File: config.mk
export PLATFORM = sky130hd
export DESIGN_NAME = uart_rx
export DESIGN_NICKNAME = d
export VERILOG_FILES = /design/src/rtl/uart_pkg.sv /design/src/rtl/uart_rx_sync.sv /design/src/rtl/uart_rx.sv
export SDC_FILE = /design/constraint.sdc
export NUM_CORES = 1
export LEC_CHECK = 0
export ABC_CLOCK_PERIOD_IN_PS = 2700
export CAP_MARGIN = 20
export CORE_MARGIN = 4
export CORE_UTILIZATION = 50
export CTS_BUF_LIST = sky130_fd_sc_hd__clkbuf_2 sky130_fd_sc_hd__clkbuf_4 sky130_fd_sc_hd__clkbuf_8
export DETAILED_ROUTE_END_ITERATION = 7
export PLACE_DENSITY = 0.69
export RECOVER_POWER = 25
export SLEW_MARGIN = 20
export SYNTH_ARGS = -nofsm -noshare
export SYNTH_HDL_FRONTEND = slang
export SYNTH_SLANG_ARGS = --single-unit
File: constraint.sdc
create_clock -name clk -period 2.7 [get_ports clk]
set_input_delay 0.54 -clock clk [delete_from_list [all_inputs] [get_ports clk]]
set_output_delay 0.54 -clock clk [all_outputs]
set_load 0.01 [all_outputs]
File: src/rtl/uart_pkg.sv
// Shared definitions for the 8N1 UART receiver: state encoding and frame constants.
package uart_pkg;

    // Encoding is observed externally and must stay fixed.
    typedef enum logic [2:0] {
        IDLE  = 3'd0,
        START = 3'd1,
        DATA  = 3'd2,
        STOP  = 3'd3,
        DONE  = 3'd4,
        ERROR = 3'd5
    } rx_state_e;

    localparam int unsigned DEFAULT_CLK_PER_BIT = 5208;
    localparam int unsigned DATA_BITS           = 8;

endpackage

File: src/rtl/uart_rx_sync.sv
// Two-flop synchronizer for the asynchronous serial line; resets to the idle-high level.
module uart_rx_sync (
    input  logic clk,
    input  logic reset,
    input  logic d,
    output logic q
);

    logic meta_q;
    logic sync_q;

    always_ff @(posedge clk or posedge reset) begin
        if (reset) begin
            meta_q <= 1'b1;
            sync_q <= 1'b1;
        end else begin
            meta_q <= d;
            sync_q <= meta_q;
        end
    end

    assign q = sync_q;

endmodule

File: src/rtl/uart_rx.sv
// 8N1 UART receiver: oversampled mid-bit sampling, byte strobe on every frame end,
// framing errors parked in ERROR until the line returns high.
module uart_rx
    import uart_pkg::*;
#(
    parameter int unsigned CLK_PER_BIT = DEFAULT_CLK_PER_BIT
) (
    input  logic       clk,
    input  logic       reset,
    input  logic       rx,
    output logic [7:0] data_out,
    output logic       rx_done
);

    localparam int unsigned CW = $clog2(CLK_PER_BIT);
    localparam int unsigned IW = $clog2(DATA_BITS);
    localparam logic [CW-1:0] BIT_END  = CW'(CLK_PER_BIT - 1);
    localparam logic [CW-1:0] HALF_END = CW'(CLK_PER_BIT / 2 - 1);
    localparam logic [IW-1:0] LAST_IDX = IW'(DATA_BITS - 1);

    logic rx_s;

    uart_rx_sync u_sync (
        .clk   (clk),
        .reset (reset),
        .d     (rx),
        .q     (rx_s)
    );

    rx_state_e          state, state_d;
    logic [CW-1:0]      cnt_q, cnt_d;
    logic [IW-1:0]      idx_q, idx_d;
    logic [7:0]         shift_q, shift_d;
    logic [7:0]         data_q, data_d;
    logic               done_q, done_d;

    always_comb begin
        state_d = state;
        cnt_d   = cnt_q;
        idx_d   = idx_q;
        shift_d = shift_q;
        data_d  = data_q;
        done_d  = 1'b0;

        unique case (state)
            IDLE: begin
                cnt_d = '0;
                idx_d = '0;
                if (!rx_s) state_d = START;
            end
            START: begin
                if (cnt_q == HALF_END) begin
                    cnt_d   = '0;
                    state_d = rx_s ? IDLE : DATA;
                end else begin
                    cnt_d = cnt_q + 1'b1;
                end
            end
            DATA: begin
                if (cnt_q == BIT_END) begin
                    cnt_d          = '0;
                    shift_d[idx_q] = rx_s;
                    if (idx_q == LAST_IDX) begin
                        idx_d   = '0;
                        state_d = STOP;
                    end else begin
                        idx_d = idx_q + 1'b1;
                    end
                end else begin
                    cnt_d = cnt_q + 1'b1;
                end
            end
            STOP: begin
                if (cnt_q == BIT_END) begin
                    cnt_d   = '0;
                    data_d  = shift_q;
                    done_d  = 1'b1;
                    state_d = rx_s ? DONE : ERROR;
                end else begin
                    cnt_d = cnt_q + 1'b1;
                end
            end
            DONE: begin
                state_d = IDLE;
            end
            ERROR: begin
                // A low line here is a bad stop bit or break, never a new start bit.
                if (rx_s) state_d = IDLE;
            end
            default: begin
                state_d = IDLE;
            end
        endcase
    end

    always_ff @(posedge clk or posedge reset) begin
        if (reset) begin
            state   <= IDLE;
            cnt_q   <= '0;
            idx_q   <= '0;
            shift_q <= '0;
            data_q  <= '0;
            done_q  <= 1'b0;
        end else begin
            state   <= state_d;
            cnt_q   <= cnt_d;
            idx_q   <= idx_d;
            shift_q <= shift_d;
            data_q  <= data_d;
            done_q  <= done_d;
        end
    end

    assign data_out = data_q;
    assign rx_done  = done_q;

endmodule

==> reports/qor.yml, run 1 <==
die:
  start_util_pct: 52.7
  core_um2: 3720
  die_w_um: 70.6
  std_cell_rows: 22
  io_pins: 12
  die_area_um2: 4980
  die_h_um: 70.6
min_path:
  hp-class: "reg2reg"
  hold_depth: 0
clock_network:
  postCtsSetupBuffers: 0
  cts_hold_buffers: 0
  cts.reportedPaths.clkPinSlew_ps: 80
  cts.sinks: 38
  cts_buffers: 5
  ctsHtreeMaxLevel: 2
  clk-insertion-delay-late_ps: 290
  clockBufferDepth: 2
  cts_resized: 0
  cts_tree: "yes"
  root_buffer: "clkbuf_8"
worst_setup_path:
  cp-end-kind: "flop"
  critical_path_class: "reg2reg"
  r2r_cells: 6
  start_kind: "flop"
  critical_path.max_fanout: 12
  cp.required_ps: 2880
  cp_data_arrival_time_ps: 2170
pwr:
  powerDensity_nw_per_um2: 454
  power_uw: 991
  ir_drop_v: 0.000246
  p_leak_uw: 0.000978
detailed_routing:
  wirelength_um: 3510
  wl_met1_um: 1580
  ant_nets: 0
  dr.first_iter.drc_count: 76
  viasPerCell: 5.78
  num_vias: 1388
  wl_per_cell_um: 14.6
  drc_errors: 0
  highest_layer: "met4"
  first_pass_iters: 4
  met2WireLength_um: 1750
  wl_met3_um: 143
yosys:
  ys_async_sr_fraction_pct: 100
  ys_seq_elements: 38
  synth_cells: 178
  yosys_warnings: 0
  synth_fp_nets: 185
  yosysUniqueCellTypes: 47
  ys_seq_area_share_pct: 48.7
  ys.flop_type: "dfrtp_1"
  syn_area_per_cell_um2: 11.0
  synth_edf_count: 0
  synth_area_um2: 1960
sta:
  finalClockSkew_ps: 7.26
  finalSetupTns_ps: 0
  relSlewSlack_pct: 38.6
  hold_viol_final: 0
  setup_viol_count_final: 0
  max_freq_ghz: 0.501
  rsz0062_at_grt: "no"
  fin_crit_sh_pct: 73.9
  holdWs_ps: 359
  finalMaxSlewViolations: 0
  setup_ws_ps: 706
  fin_crit_ps: 1990
  tightest_slew_ps: 920
grt:
  grt_max_degree: 39
  grt_usage_pct: 15.4
  grt_first_pass_wirelength_um: 6160
  grt_overflow: 0
  grt_antenna_before_repair: 0
  grt_pass1_vias: 1369
cells_and_area:
  drive_gt1_share_pct: 22.9
  fill_cells: 328
  area_growth_pct: 11.4
  final_cell_mix: "36 x dfrtp_1, 16 x mux2_2, 12 x nor2_1, 12 x o21ai_0"
  antenna_cells: 0
  nets: 198
  utilization_pct: 58.7
  final_common_cell: "dfrtp_1"
flow_run:
  cap_viol_max_count: 0
placed_design:
  pre_cts_ws_ps: 693
  port-buffer-count: 11
  hpwlAfterDp_um: 2480
  gp_congestion: 0.828
run_status:
  status: "complete, no violations"
-- cells in the mapped netlist (2+ instances only) --
master   count  share of area [%]
mux2_2      16                9.2
dfstp_2      2                2.7
ha_1         4                2.6
nand3_1      8                2.0
nor3b_4      2                1.9
o21ai_0     12                3.1
inv_1        8                1.5
nand2_1      9                1.7
nand4_1      4                1.3
a22o_2       2                1.0
xor2_1       2               0.90
dfrtp_1     36                 46
buf_2        2               0.51
nor3_1       5                1.3
buf_6        2                1.2
nor3b_1      2               0.77
nor2_1      12                2.3
a31oi_1      3               0.96
a22o_1       6                2.7
a21oi_1      9                2.3
or3_1        5                1.6
and2b_2      2               0.90
-- logic make-up after synthesis --
family / Yosys count / share of synthesized area, %
AOI/OAI and AO/OA: 38 / 12.7
muxes: 17 / 9.78
adders and majority gates: 4 / 2.56
DFF: 38 / 48.7
xor gates and xnor gates: 2 / 0.895
and+or+nand+nor: 63 / 20.7
buffers and inverters: 16 / 4.67
-- critical path: stages, from the launching register on --
cell	delay, ps
dfrtp_1	430
ha_1	190
nor3b_4	200
nand4_2	110
buf_4	200
nor3_4	360
mux2_2	390
-- registers in the layout, summed over array words and instances, names as in the netlist --
register and cells:
cnt_q 13, data_out 8, rx_done 1, u_sync.meta_q 1
u_sync.q 1, idx_q 3, shift_q 8, state 3
-- report_power, final --
part	total, µW	internal, µW	leakage (µW)	switching, µW
Sequential	574	572	0.000509	2.12
Combinational	14.2	2.84	0.000422	11.4
Clock	403	205	0.0000472	198
Total	991	780	0.000978	211
-- worst paths after layout --
| path | start | endpoint | slack (ps) |
|---|---|---|---|
| worst max-delay path | cnt_q[0] | data_out[7] | 710 |
| worst min-delay path | u_sync.meta_q | u_sync.q | 360 |
| worst max register to register | cnt_q[0] | data_out[7] | 710 |
| worst min register to register | u_sync.meta_q | u_sync.q | 360 |
| max in group asynchronous | reset | cnt_q[7] | 1160 |
| min in group asynchronous | reset | data_out[2] | 970 |
-- area by class of cell --
cell class	instances	area (µm²)	share of cell area, %
clock buffer	6	82.6	3.79
clock inverter	2	12.5	0.574
inverter	8	30.0	1.38
multi-input combinational	124	912	41.8
sequential	38	953	43.7
tap	48	60.1	2.75
timing repair buffer	14	130	5.97
-- metrics by stage --
step	std cells	area, µm²
CTS	240	2180
detailed placement	232	2090
finish	240	2180
global placement	232	2090
floorplan	178	1960
global route	240	2180
-- routing by layer --
| layer | up-vias | GRT usage (%) |
|---|---|---|
| met5 | - | 0 |
| li1 | 675 | - |
| met1 | 686 | 18.7 |
| met4 | 0 | 5.43 |
| met3 | 6 | 4.26 |
| met2 | 21 | 26.3 |
(Power assumes the default switching activity.)
==> run 2, diff against run 1 <==
ABC_CLOCK_PERIOD_IN_PS = 1900   (was 2700)
clock period = 1.9 ns   (was 2.7 ns; I/O delays follow)
==> run 2 against run 1 <==
Net effect:
- first-iteration DRC count decreased by 2.6%
- largest cell class unchanged
- largest power group unchanged
- combinational power up 42%
- setup slack got worse by 650 ps
- clock skew decreased by 1.4 ps
- routed wire length up 11%
- critical path depth unchanged
- design area grew 8.4%
- non-clock buffer count up 19
- sequential cell count is the same
- register-to-register slack worse by 650 ps
- final cell count rose by 7.9%
==> reports/qor.yml, run 2 (synthesis results as in run 1) <==
sta:
  fin_crit_sh_pct: 97.3
  finalMaxSlewViolations: 0
  finalClockSkew_ps: 5.90
  setup_ws_ps: 51.3
  tightest_slew_ps: 909
  setup_viol_count_final: 0
  relSlewSlack_pct: 39.4
  finalSetupTns_ps: 0
  hold_viol_final: 0
  max_freq_ghz: 0.541
  fin_crit_ps: 1850
flow_run:
  cap_viol_max_count: 0
placed_design:
  placed_cells: 251
  gp_congestion: 0.929
  hpwlAfterDp_um: 2800
  postPlaceCellArea_um2: 2260
  port-buffer-count: 11
  pre_cts_ws_ps: 45.9
clock_network:
  root_buffer: "clkbuf_8"
  cts_buffers: 5
  clockBufferDepth: 2
  cts.sinks: 38
  cts.reportedPaths.clkPinSlew_ps: 70
  postCtsSetupBuffers: 0
  ctsHtreeMaxLevel: 2
  clk-insertion-delay-late_ps: 290
  cts_tree: "yes"
cells_and_area:
  final_common_cell: "dfrtp_1"
  final_cell_mix: "36 x dfrtp_1, 20 x buf_4, 16 x mux2_2, 12 x nor2_1, 12 x o21ai_0"
  area_growth_pct: 20.8
  largest_reg_flops: 13
  utilization_pct: 63.6
  drive_gt1_share_pct: 30.8
  instances_no_fill: 259
  nets: 217
  fill_cells: 284
  final_area_um2: 2360
  registers.top_by_ff_count: "cnt_q"
  antenna_cells: 0
detailed_routing:
  first_pass_iters: 4
  dr.first_iter.drc_count: 74
  viasPerCell: 5.67
  drc_errors: 0
  ant_nets: 0
  num_vias: 1468
  wirelength_um: 3890
  wl_per_cell_um: 15.0
worst_setup_path:
  cp-startpoint: "cnt_q[0]"
  crit_path_max_incr_delay_ps: 380
  cp-end-kind: "flop"
  cp_data_arrival_time_ps: 2020
  r2r-start: "cnt_q[0]"
  cp_num_buf_inv: 0
  start_kind: "flop"
  cp.required_ps: 2080
  cp_cell_sequence: "ha_1 -> nor3b_4 -> nand4_2 -> or3_4 -> nor3_2 -> mux2_2"
  critical_path.max_fanout: 4
  crit_path_top_delay_cell: "or3_4"
  critical_path_class: "reg2reg"
  path_delay_family: "simple AND/OR/NAND/NOR gates"
die:
  die_area_um2: 4980
  std_cell_rows: 22
  core_um2: 3720
  start_util_pct: 52.7
  io_pins: 12
  die_w_um: 70.6
  die_h_um: 70.6
grt:
  grt_overflow: 0
  grt_usage_pct: 16.5
  grt_antenna_before_repair: 0
  grt_max_degree: 39
  grt_pass1_vias: 1430
  grt_first_pass_wirelength_um: 6510
pwr:
  p_leak_uw: 0.00109
  powerDensity_nw_per_um2: 635
  ir_drop_v: 0.000424
min_path:
  hp-class: "reg2reg"
  min_from: "u_sync.meta_q"
run_status:
  status: "complete, no violations"
## run 2: worst reg2reg max path: cells and delay by family, from the launching register on
family | cells | cell delay [ps]
mux | 1 | 350
simple gates | 4 | 870
fa+ha+maj | 1 | 160
flops | 1 | 350
## run 2: power by group
part | switching, µW | leakage, µW | total, µW | internal (µW)
Clock | 280 | 0.0000579 | 666 | 386
Sequential | 3.16 | 0.000509 | 816 | 812
Combinational | 16.2 | 0.000520 | 20.2 | 4.04
## run 2: cell type report
| type | instances | area (µm²) | area share (%) |
|---|---|---|---|
| Clock inverter | 3 | 40.0 | 1.69 |
| Timing Repair Buffer | 33 | 285 | 12.1 |
| Sequential cell | 38 | 953 | 40.3 |
| Clock buffer | 5 | 68.8 | 2.91 |
| Multi-Input combinational cell | 124 | 927 | 39.2 |
| Tap cell | 48 | 60.1 | 2.54 |
| Inverter | 8 | 30.0 | 1.27 |
## run 2: what timing repair did
item	CTS	global route
resized for setup	0	3
endpoints found under the setup margin	0	8
hold buffers	0	0
## run 2: metal layers
layer / share of wire (%) / vias up / global-route usage, %
li1: - / 708 / -
met1: 43 / 715 / 19.1
met2: 52 / 37 / 28.4
met3: 3.9 / 8 / 5.11
met4: 1.8 / 0 / 7.10
met5: 0 / - / 0
## run 2: final timing paths
path / end / slack [ps] / cells after the start
worst max-delay path: shift_q[4] / 50 / 6
worst min-delay path: u_sync.q / 360 / 0
worst max register to register: shift_q[4] / 50 / 6
worst min register to register: u_sync.q / 360 / 0
max in group asynchronous: idx_q[0] / 520 / 3
min in group asynchronous: data_out[4] / 810 / 3
## run 2: stage by stage
step / total power [µW] / hold slack [ps]
floorplan: 843 / 345
global placement: 857 / 347
detailed placement: 858 / 349
CTS: 1520 / 361
global route: 1560 / 363
finish: 1500 / 359
==> run 3, diff against run 2 <==
PLACE_DENSITY = default   (was 0.69)
PLACE_DENSITY_LB_ADDON = 0.25   (was default)
==> run 3 against run 2 <==
Net effect:
- sequential share of layout area shrank 0.53 points
- sequential cell count is the same
- worst hold slack lost 2.1 ps
- critical path depth is the same
- global-route usage grew 0.79 points
- design area grew 1.3%
- sequential power is essentially flat
- final cell count shrank 1.2%
- register-to-register slack is essentially flat
- critical path type unchanged
==> reports/qor.yml, run 3 (synthesis results as in run 1) <==
detailed_routing:
  viasPerCell: 5.66
  drc_errors: 0
  wirelength_um: 3880
  dr.first_iter.drc_count: 68
  wl_per_cell_um: 15.2
  ant_nets: 0
  first_pass_iters: 4
  num_vias: 1450
cells_and_area:
  nets: 214
  antenna_cells: 0
  instances_no_fill: 256
  largest_reg_flops: 13
  fill_cells: 301
  final_cell_mix: "36 x dfrtp_1, 16 x buf_4, 15 x mux2_2, 11 x nor2_1, 11 x o21ai_0"
  drive_gt1_share_pct: 31.7
  registers.top_by_ff_count: "cnt_q"
  utilization_pct: 64.5
  area_growth_pct: 22.4
  final_common_cell: "dfrtp_1"
die:
  die_w_um: 70.6
  core_um2: 3720
  std_cell_rows: 22
  die_area_um2: 4980
  io_pins: 12
  start_util_pct: 52.7
  die_h_um: 70.6
placed_design:
  port-buffer-count: 11
  hpwlAfterDp_um: 2810
  gp_congestion: 0.831
  placed_cells: 248
  pre_cts_ws_ps: 25.4
sta:
  tightest_slew_ps: 949
  setup_ws_ps: 53.1
  fin_crit_ps: 1850
  fin_crit_sh_pct: 97.2
  relSlewSlack_pct: 36.7
  max_freq_ghz: 0.541
  finalClockSkew_ps: 6.44
  hold_viol_final: 0
  setup_viol_count_final: 0
  rsz0062_at_grt: "yes"
  finalMaxSlewViolations: 0
run_status:
  status: "complete, no violations"
clock_network:
  cts_resized: 0
  cts_tree: "yes"
  ctsHtreeMaxLevel: 2
  clk-insertion-delay-late_ps: 290
  clockBufferDepth: 2
  root_buffer: "clkbuf_8"
  cts_hold_buffers: 0
  cts.reportedPaths.clkPinSlew_ps: 80
  postCtsSetupBuffers: 0
  cts_buffers: 5
  cts.sinks: 38
worst_setup_path:
  r2r_slack_ps: 50
  cp_data_arrival_time_ps: 2030
  critical_path_class: "reg2reg"
  start_kind: "flop"
  crit_path_max_incr_delay_ps: 390
  reg2reg_to: "shift_q[0]"
  r2r-start: "cnt_q[1]"
  cp-end-kind: "flop"
  r2r_cells: 6
  crit_path_top_delay_cell: "or3_4"
  path_delay_family: "simple AND/OR/NAND/NOR gates"
  critical_path.max_fanout: 4
  cp_num_buf_inv: 0
  cp_cell_sequence: "ha_1 -> nor3b_4 -> nand4_2 -> or3_4 -> nor4_4 -> mux2_4"
  cp.required_ps: 2090
grt:
  grt_overflow: 0
  grt_max_degree: 20
  grt_antenna_before_repair: 0
  grt_pass1_vias: 1510
  grt_first_pass_wirelength_um: 6910
  grt_usage_pct: 17.3
min_path:
  hp-class: "reg2reg"
  hold_depth: 0
  hold_end: "u_sync.q"
  min_from: "u_sync.meta_q"
pwr:
  power_uw: 1660
  p_leak_uw: 0.00108
  powerDensity_nw_per_um2: 694
  ir_drop_v: 0.000415
flow_run:
  cap_viol_max_count: 0
run 3: changes by cell type in the layout (fill, tap and decap cells not counted), sizes merged:
cell,before,now
clkinv,2,1
buf,21,18
bufinv,1,2
run 3: through the flow:
stage | hold slack (ps) | setup TNS [ps] | instance area (µm²)
2_1_floorplan | 345 | 0 | 1960
3_3_place_gp | 347 | 0 | 2220
3_5_place_dp | 349 | 0 | 2220
4_1_cts | 354 | 0 | 2360
5_1_grt | 363 | -74.9 | 2400
6_report | 357 | 0 | 2400
run 3: power breakdown:
part	internal, µW	leakage, µW	switching, µW
clock network	526	0.0000683	300
registers	812	0.000509	3.25
logic	5.20	0.000506	16.6
total	1340	0.00108	320
run 3: metal layers:
metal / vias up / routed length, µm / track usage (%)
li1: 706 / - / -
met1: 722 / 1660 / 20.4
met2: 18 / 2070 / 31.3
met3: 4 / 116 / 4.69
met4: 0 / 37 / 4.59
met5: - / 0 / 0
run 3: worst max-delay path by stage:
| stage | from | to | slack, ps | cells after the start |
|---|---|---|---|---|
| final | cnt_q[1] | shift_q[0] | 50 | 6 |
| after global routing | cnt_q[1] | shift_q[0] | -30 | 6 |
| after CTS | cnt_q[0] | cnt_q[10] | 20 | 7 |
| after detailed placement | cnt_q[1] | shift_q[4] | 30 | 6 |
| after global placement | cnt_q[0] | shift_q[4] | 70 | 6 |
| after floorplan | cnt_q[0] | shift_q[4] | 8 | 6 |
run 3: layout make-up:
cell class	instances	area, µm²	area share (%)
Timing Repair Buffer	30	265	11.1
Multi-Input combinational cell	124	950	39.6
Inverter	8	30.0	1.25
Clock buffer	5	68.8	2.87
Sequential cell	38	953	39.8
Tap cell	48	60.1	2.51
Clock inverter	3	68.8	2.87
